===== config.mk =====
export PLATFORM = sky130hd
export DESIGN_NAME = led_pattern_top
export DESIGN_NICKNAME = d
export VERILOG_FILES = /design/src/rtl/led_pattern_top.sv
export SDC_FILE = /design/constraint.sdc
export NUM_CORES = 1
export LEC_CHECK = 0
export CORE_ASPECT_RATIO = 1.25
export CORE_UTILIZATION = 50
export DETAILED_ROUTE_END_ITERATION = 10
export GPL_TIMING_DRIVEN = 0
export HOLD_SLACK_MARGIN = 0.06
export PLACE_DENSITY = 0.69
export SLEW_MARGIN = 20
export SYNTH_ARGS = -nofsm -noshare
export SYNTH_HDL_FRONTEND = slang
export SYNTH_SLANG_ARGS = --single-unit

===== constraint.sdc =====
create_clock -name clk -period 1.9 [get_ports clk]
set_input_delay 0.19 -clock clk [delete_from_list [all_inputs] [get_ports clk]]
set_output_delay 0.19 -clock clk [all_outputs]
set_load 0.01 [all_outputs]

===== src/rtl/led_pattern_top.sv =====
// Three-LED pattern generator: binary count or one-hot rotate, stepped by a prescaler,
// with a debounced active-low push button that toggles between the two patterns.
module led_pattern_top #(
   parameter int PRESCALE = 100,
   parameter int DEBOUNCE = 16
) (
   input  logic clk,
   input  logic reset,
   input  logic button,
   output logic led0,
   output logic led1,
   output logic led2
);

   localparam int PW = (PRESCALE > 2) ? $clog2(PRESCALE) : 1;
   localparam int CW = $clog2(DEBOUNCE + 1);
   localparam logic [PW-1:0] PRESC_LAST = PW'(PRESCALE - 1);
   localparam logic [CW-1:0] DB_LAST    = CW'(DEBOUNCE - 1);

   logic [PW-1:0] presc_q, presc_d;
   logic [2:0]    pat_q, pat_d;
   logic          mode_q, mode_d;
   logic          sync1_q, sync1_d;
   logic          sync2_q, sync2_d;
   logic          btn_db_q, btn_db_d;
   logic [CW-1:0] cnt_q, cnt_d;
   logic          tick_s;
   logic          press_s;

   // Button synchronizer and debouncer; a press is the same-edge fall of the debounced level.
   always_comb begin
      sync1_d  = button;
      sync2_d  = sync1_q;
      btn_db_d = btn_db_q;
      cnt_d    = '0;
      if (sync2_q != btn_db_q) begin
         if (cnt_q == DB_LAST) begin
            btn_db_d = sync2_q;
            cnt_d    = '0;
         end else begin
            cnt_d = cnt_q + CW'(1);
         end
      end else begin
         cnt_d = '0;
      end
      press_s = btn_db_q & ~btn_db_d;
   end

   // Prescaler, mode toggle and pattern stepping; a press overrides a coincident tick.
   always_comb begin
      tick_s  = (presc_q == PRESC_LAST);
      presc_d = tick_s ? '0 : presc_q + PW'(1);
      mode_d  = mode_q;
      pat_d   = pat_q;
      if (press_s) begin
         mode_d  = ~mode_q;
         pat_d   = 3'b000;
         presc_d = '0;
      end else if (tick_s) begin
         if (!mode_q) begin
            pat_d = pat_q + 3'd1;
         end else begin
            case (pat_q)
               3'b001:  pat_d = 3'b010;
               3'b010:  pat_d = 3'b100;
               3'b100:  pat_d = 3'b001;
               default: pat_d = 3'b001;
            endcase
         end
      end else begin
         pat_d = pat_q;
      end
   end

   // State registers; synchronizer and debounced level idle at the released level.
   always_ff @(posedge clk or posedge reset) begin
      if (reset) begin
         presc_q  <= '0;
         pat_q    <= 3'b000;
         mode_q   <= 1'b0;
         sync1_q  <= 1'b1;
         sync2_q  <= 1'b1;
         btn_db_q <= 1'b1;
         cnt_q    <= '0;
      end else begin
         presc_q  <= presc_d;
         pat_q    <= pat_d;
         mode_q   <= mode_d;
         sync1_q  <= sync1_d;
         sync2_q  <= sync2_d;
         btn_db_q <= btn_db_d;
         cnt_q    <= cnt_d;
      end
   end

   assign led0 = pat_q[0];
   assign led1 = pat_q[1];
   assign led2 = pat_q[2];

endmodule


==> Word level (Yosys, flattened, before mapping) <==
Index checks and enable logic that the tools add are counted.
{ "op_classes": {"add_sub_neg": 3, "n_eq_ne": 5, "mux": 10, "n_bitwise": 3, "n_reduce_logical": 1} }
{ "ops": {"columns": ["operator", "n"], "rows": [
  ["7-bit two-way mux", 2],
  ["5-bit two-way mux", 2],
  ["3-bit two-way mux", 3],
  ["7-bit by 1-bit adder with 7-bit output, second input constant", 1],
  ["7-bit equality test, second input constant", 1],
  ["3-bit case mux with 2 select lines", 1],
  ["5-bit by 1-bit adder with 5-bit output, second input constant", 1],
  ["5-bit by 4-bit equality test with 1-bit output, second input constant", 1],
  ["3-bit by 1-bit adder with 3-bit output, second input constant", 1],
  ["3-bit by 1-bit equality test with 1-bit output, second input constant", 1],
  ["3-bit by 2-bit equality test with 1-bit output, second input constant", 1],
  ["1-bit two-way mux", 2],
  ["1-bit inverter", 2],
  ["2-bit nonzero test", 1],
  ["1-bit AND", 1],
  ["1-bit != test", 1]
]} }
{ "word_totals": {"register_bits": 19, "inputBits": 3, "output_inout_bits": 3, "word_cells": 29} }

==> Longest topological paths before layout <==
Gate-level depths: netlist of run 1.
{ "depth": {"word_depth": 6, "ltp_mapped": 5, "depth_no_buf": 5} }

==> Least setup slack after synthesis of run 1 <==
No wires, ideal clock.
{ "synth_path": {"path_type": "register -> register", "from": "register presc_q[3]", "to": "register pat_q[2]", "setup_time_ps": 88, "arrival_ps": 1579, "required_ps": 1812, "path_slack_ps": 233, "path_stages_with_launch": 4, "n_path_buf": 0, "synth_period_minus_slack_ps": 1667, "cell_sequence": "dfrtp_1 -> or4b_4 -> or4_1 -> a41oi_1"} }
{ "synth_via": {"elab_chain_cells": 2} }
{ "synth_rtl": {"columns": ["element", "line", "text"], "rows": [
  ["start: declaration", "20", "logic [PW-1:0] presc_q, presc_d;"],
  ["start signal: assignment", "86", "presc_q <= presc_d;"],
  ["7-bit equality test", "51", "tick_s = (presc_q == PRESC_LAST);"],
  ["2-bit nonzero test (no line)", null, null],
  ["end signal: assignment", "87", "pat_q <= pat_d;"],
  ["end: declaration", "21", "logic [2:0] pat_q, pat_d;"]
]} }
Every way passes these cells.
A chain may end at the register's enable or synchronous reset.

==> Final worst setup path of run 1 <==
Same ends and word-level chain as after synthesis.

==> results.cfg, run 1 <==
[power_and_ir_drop]
cellLeakagePower_nw = 0.4312
p_sw_w = 0.0001462
p_per_area_mw_per_mm2 = 641.7
vdd_ir_drop_max_uv = 454.2
p_clk_share_pct = 31.9
power_w = 0.0006471
p_comb_share_pct = 3.4
seqPwrFrac_pct = 64.6
power.internal_w = 0.0005009
swShare_pct = 22.60

[clock_network]
clock_latency_ns = 0.30
clock_sinks = 19
clk_pin_slew_ns = 0.11
htreeDepth = 1
root_buffer = clkbuf_4
cts_hold_buf = 0
tritoncts = done
ctsLongestPathBuffers = 2
cts_buffers = 3

[final_layout]
nets = 103
fin_util_pct = 62.19
area_growth_pct = 11.17
drive_gt1_share_pct = 10.64
antennaDiodeCount = 0
num-fill-cells = 142
final_cells = 112
final_area_mm2 = 0.001008

[critical_path]
reg2reg_slack_ns = 0.12
cp.required_ns = 2.12
cp_max_fo = 5
worstPathArrival_ns = 2.00
worstSetupEndpointType = flip-flop
startpoint_type = flip-flop
worstSetupPathType = reg2reg

[global_routing]
busiest_layer = met2
grt_remaining_overflow = 0
grt_usage_pct = 18.16
grt_use_met2_pct = 29.30
use_met3_pct = 2.703
antenna_found_initial = 0
grt_max_degree = 20
grt_pass1_wl_um = 2518
grt_use_met1_pct = 22.52
grt_pass1_vias = 605

[drt]
antenna_left = 0
dr_total_vias = 655
drc = 0
drt_iter0_drc = 14
routedWlPerCell_um = 13.39
wirelength_um = 1500
viasPerCell = 5.848
firstDrtPassIters = 4

[floorplanning]
fp.dieW_um = 40.10
fp.coreArea_mm2 = 0.001622
die_y_um = 49.62
ios = 6
initial_core_util_pct = 55.94
die_area_mm2 = 0.001990
row_count = 16

[yosys]
ys_warn_count = 0
netlist_area_um2 = 907.1
yosys_register_bits = 19
yosys-top-cells-count = 16 x dfrtp_1, 7 x nor2_1, 6 x inv_1
avgSynthCellArea_um2 = 10.67
synth_edf_count = 0
synthArstFlopShare_pct = 100.0
yosysMostFrequentCell = dfrtp_1
synth_cell_types = 28
synth_top_area_share_pct = 44.14
syn_inst = 85
yosysTopAreaCell = dfrtp_1
synth_area_leaders = dfrtp_1 44%, dfstp_2 8.7%, ha_1 6.9%, xor2_1 4.8%, nor2_1 2.9%
syn_nets = 93
ys.flop_type = dfrtp_1
yosysSeqAreaShare_pct = 52.83

[sta]
setup_viol = 0
min_period_ns = 1.782
setup_tns_ns = 0
drv_slew = 0
grt_setup_unrepaired = no
relSlewSlack_pct = 52.71
tightest_slew_ns = 0.7086
clock_skew_ns = 0.0006351
fin_crit_sh_pct = 93.77
max_freq_mhz = 561.3
final_hold_viol_count = 0

[placement]
post-place-cells = 108
port_buffers = 5
place_area_um2 = 979.7
gp_congestion = 0.6769
dp_hpwl_um = 1021

[run]
maxCapViolCount = 0

[status]
run_status = completed

[hold_path]
worstHoldPathType = in2reg
-- through the flow --
| step | worst slack [ns] | hold slack [ns] |
|---|---|---|
| floorplan | 0.2326 | 0.1389 |
| global placement | 0.1248 | 0.3470 |
| detailed placement | 0.07617 | 0.3494 |
| CTS | 0.05497 | 0.2763 |
| global route | 0.03161 | 0.2682 |
| finish | 0.1184 | 0.2791 |
-- worst max-delay path, cell delays in order (launching register included) --
cell     delay [ns]
dfrtp_1        0.45
or4b_4         0.57
or4_1          0.47
a41oi_1        0.21
-- placed cells by master (no fill, tap or decap), types with 2 or more instances in the layout --
cell type / netlist / final
xnor2_1: 2 / 2
and2_1: 2 / 2
xor2_1: 5 / 5
nor4b_1: 2 / 2
or3_1: 3 / 3
clkbuf_4: 0 / 3
dfstp_2: 3 / 3
nor3_1: 4 / 4
nand3_1: 4 / 4
o21ai_0: 5 / 5
inv_1: 6 / 6
a211oi_1: 3 / 3
nor2_1: 7 / 7
ha_1: 5 / 5
nand2_1: 4 / 4
dfrtp_1: 16 / 16
a21oi_1: 2 / 2
clkdlybuf4s50_1: 0 / 5
-- layer usage --
layer / part of all wire [%] / up-vias
li1: - / 324
met1: 48 / 319
met2: 48 / 7
met3: 1.6 / 5
met4: 2.3 / 0
met5: 0 / -
-- worst paths after layout --
| path | startpoint | endpoint | cells after the start |
|---|---|---|---|
| max | presc_q[3] | pat_q[2] | 3 |
| min | button | sync1_q | 1 |
| max reg2reg | presc_q[3] | pat_q[2] | 3 |
| min reg2reg | sync1_q | sync2_q | 0 |
| max in group asynchronous | reset | presc_q[0] | 2 |
| min in group asynchronous | reset | presc_q[4] | 2 |
-- final cells by class --
| type | instances | area, um^2 | area share, % |
|---|---|---|---|
| clock inverter | 1 | 5.005 | 0.4963 |
| timing repair buffer | 5 | 50.05 | 4.963 |
| multi-input combinational | 59 | 401.6 | 39.83 |
| inverter | 6 | 22.52 | 2.233 |
| tap | 18 | 22.52 | 2.233 |
| sequential | 19 | 479.2 | 47.52 |
| clock buffer | 3 | 22.52 | 2.233 |
| buffer | 1 | 5.005 | 0.4963 |
-- logic make-up (layout without fill, tap and decap cells) --
family / after synthesis / count (layout) / share of synthesized area (%)
AOI/OAI and AO/OA: 14 / 14 / 9.794
DFF: 19 / 19 / 52.83
adders and majority gates: 5 / 5 / 6.897
and+or+nand+nor: 32 / 32 / 19.59
buffers and inverters: 7 / 16 / 2.896
muxes: 1 / 1 / 1.241
xor gates and xnor gates: 7 / 7 / 6.759
-- sequential cells by signal (all words and copies together) (netlist names) --
name	count
presc_q	7
mode_q	1
sync2_q	1
sync1_q	1
pat_q	3
btn_db_q	1
cnt_q	5
-- power groups by stage --
stage | logic (W) | clock network (W) | registers, W
CTS | 0.0000231 | 0.000210 | 0.000418
finish | 0.0000223 | 0.000207 | 0.000418
floorplan | 0.0000153 | 0 | 0.000425
global route | 0.0000260 | 0.000228 | 0.000420
global placement | 0.0000224 | 0 | 0.000426
detailed placement | 0.0000230 | 0 | 0.000426
-- what timing repair did --
action | in CTS | in global routing
endpoints found under the setup margin | 0 | 10
endpoints found under the hold margin | 0 | 0
resized for setup | 0 | 2
buffers inserted | 0 | 0
(Power assumes the default switching activity.)
==> run 2, diff against run 1 <==
Settings changed: CORE_ASPECT_RATIO 1.25 to 0.8.
==> run 2 against run 1 <==
Against the previous run: total power about the same; global-route usage is 0.18 points higher; setup slack better by 0.011 ns; via count fell by 2.6%; final cell count is 3.6% higher; count of clock-buffer cells in the layout unchanged; critical path depth is the same; non-clock buffer count stayed put; core utilization down 0.95 points; critical endpoint unchanged; highest routed layer unchanged.
==> results.cfg, run 2 (synthesis results as in run 1) <==
[status]
run_status = completed

[hold_path]
worstHoldPathType = in2async

[final_layout]
final_common_cell = dfrtp_1
antennaDiodeCount = 0
num-fill-cells = 144
regArea_um2 = 479.2
largest-register = presc_q
largest_registers = presc_q x7, cnt_q x5, pat_q x3
drive_gt1_share_pct = 11.70
layout_common_cells = 16 x dfrtp_1, 6 x inv_1, 6 x nor2_1
largest_reg_flops = 7
area_growth_pct = 12.00
multi_input_area_um2 = 404.1
nets = 103

[critical_path]
worstSetupPathType = reg2reg
slowest_stage = or4b_4
worstPathArrival_ns = 2.00
cp_max_fo = 5
cp.required_ns = 2.13
worstSetupEndpointType = flip-flop
path_cells = or4b_4, or4_1, a41oi_1
startpoint_type = flip-flop
max_stage_delay_ns = 0.58

[sta]
drv_slew = 0
max_freq_mhz = 564.8
grt_setup_unrepaired = no
setup_tns_ns = 0
setup_viol = 0
clock_skew_ns = 0.002370
tightest_slew_ns = 0.7028
min_period_ns = 1.771
relSlewSlack_pct = 53.09
whs_ns = 0.2824
fin_crit_sh_pct = 93.19
final_hold_viol_count = 0

[global_routing]
antenna_found_initial = 0
grt_usage_pct = 18.34
grt_pass1_wl_um = 2553
grt_max_degree = 20
grt_pass1_vias = 591
grt_remaining_overflow = 0

[placement]
port_buffers = 5
gp_congestion = 0.7764
dp_hpwl_um = 1061

[drt]
wirelength_um = 1477
antenna_left = 0
met3_length_um = 99
drt_iter0_drc = 10
dr_total_vias = 638
drc = 0
top_layer_used = met4
wl_met1_um = 725
met2_length_um = 626
viasPerCell = 5.500
routedWlPerCell_um = 12.73
firstDrtPassIters = 4

[floorplanning]
die_y_um = 40.10
fp.coreArea_mm2 = 0.001659
fp.dieW_um = 49.62
initial_core_util_pct = 54.68
row_count = 13
die_area_mm2 = 0.001990
ios = 6

[power_and_ir_drop]
cellLeakagePower_nw = 0.4311
vdd_ir_drop_max_uv = 440.2
power.internal_w = 0.0005009
p_comb_share_pct = 3.4
p_clk_share_pct = 31.9
swShare_pct = 22.58
p_sw_w = 0.0001461
seqPwrFrac_pct = 64.6
p_per_area_mw_per_mm2 = 636.9

[clock_network]
post_cts_buffers = 0
cts_hold_buf = 0
post_cts_resized = 0
ctsLongestPathBuffers = 2
clk_pin_slew_ns = 0.11
tritoncts = done
cts_buffers = 3
root_buffer = clkbuf_4
htreeDepth = 1
clock_latency_ns = 0.30
clock_sinks = 19

[run]
maxCapViolCount = 0
-- run 2: cell counts in the layout (fill, tap and decap cells not counted) --
No cell type changed its count.
-- run 2: through the flow --
stage / instances / total power [W] / cell area [um^2] / worst slack, ns / util, %
global route: 116 / 0.0006755 / 1016 / 0.03386 / 61.24
CTS: 116 / 0.0006527 / 1012 / 0.07304 / 61.01
floorplan: 85 / 0.0004402 / 907.1 / 0.2326 / -
global placement: 112 / 0.0004483 / 984.7 / 0.1290 / 59.35
finish: 116 / 0.0006470 / 1016 / 0.1295 / 61.24
detailed placement: 112 / 0.0004487 / 984.7 / 0.08949 / 59.35
-- run 2: layout make-up --
class                   count  share of cell area, %
flip-flops and latches     19                  47.17
multi-input cells          59                  39.78
repair buffers              5                  4.926
well taps                  22                  2.709
clock buffers               3                  2.217
inverters                   6                  2.217
clock inverters             1                 0.4926
plain buffers               1                 0.4926
-- run 2: layer usage --
layer | up-vias | GRT usage (%)
met4 | 0 | 10.00
met3 | 4 | 7.576
met2 | 20 | 26.69
li1 | 320 | -
met1 | 294 | 23.43
met5 | - | 0
-- run 2: critical path, delay by kind of cell (launching register included) --
kind               cells  cell delay, ns
and+or+nand+nor        2            1.06
DFF                    1            0.45
AOI/OAI and AO/OA      1            0.19
-- run 2: power by group through the flow --
stage / Combinational, W / Sequential, W / Clock [W]
2_1_floorplan: 0.0000153 / 0.000425 / 0
3_3_place_gp: 0.0000227 / 0.000426 / 0
3_5_place_dp: 0.0000227 / 0.000426 / 0
4_1_cts: 0.0000228 / 0.000418 / 0.000211
5_1_grt: 0.0000263 / 0.000420 / 0.000230
6_report: 0.0000220 / 0.000418 / 0.000207
-- run 2: final timing paths --
kind / cells after the start / slack (ns) / to / start
setup / recovery: 3 / 0.13 / pat_q[2] / presc_q[3]
hold / removal: 2 / 0.28 / pat_q[2] / reset
setup reg to reg: 3 / 0.13 / pat_q[2] / presc_q[3]
hold reg to reg: 0 / 0.36 / sync2_q / sync1_q
max in group asynchronous: 2 / 1.18 / presc_q[5] / reset
min in group clk: 1 / 0.29 / sync1_q / button
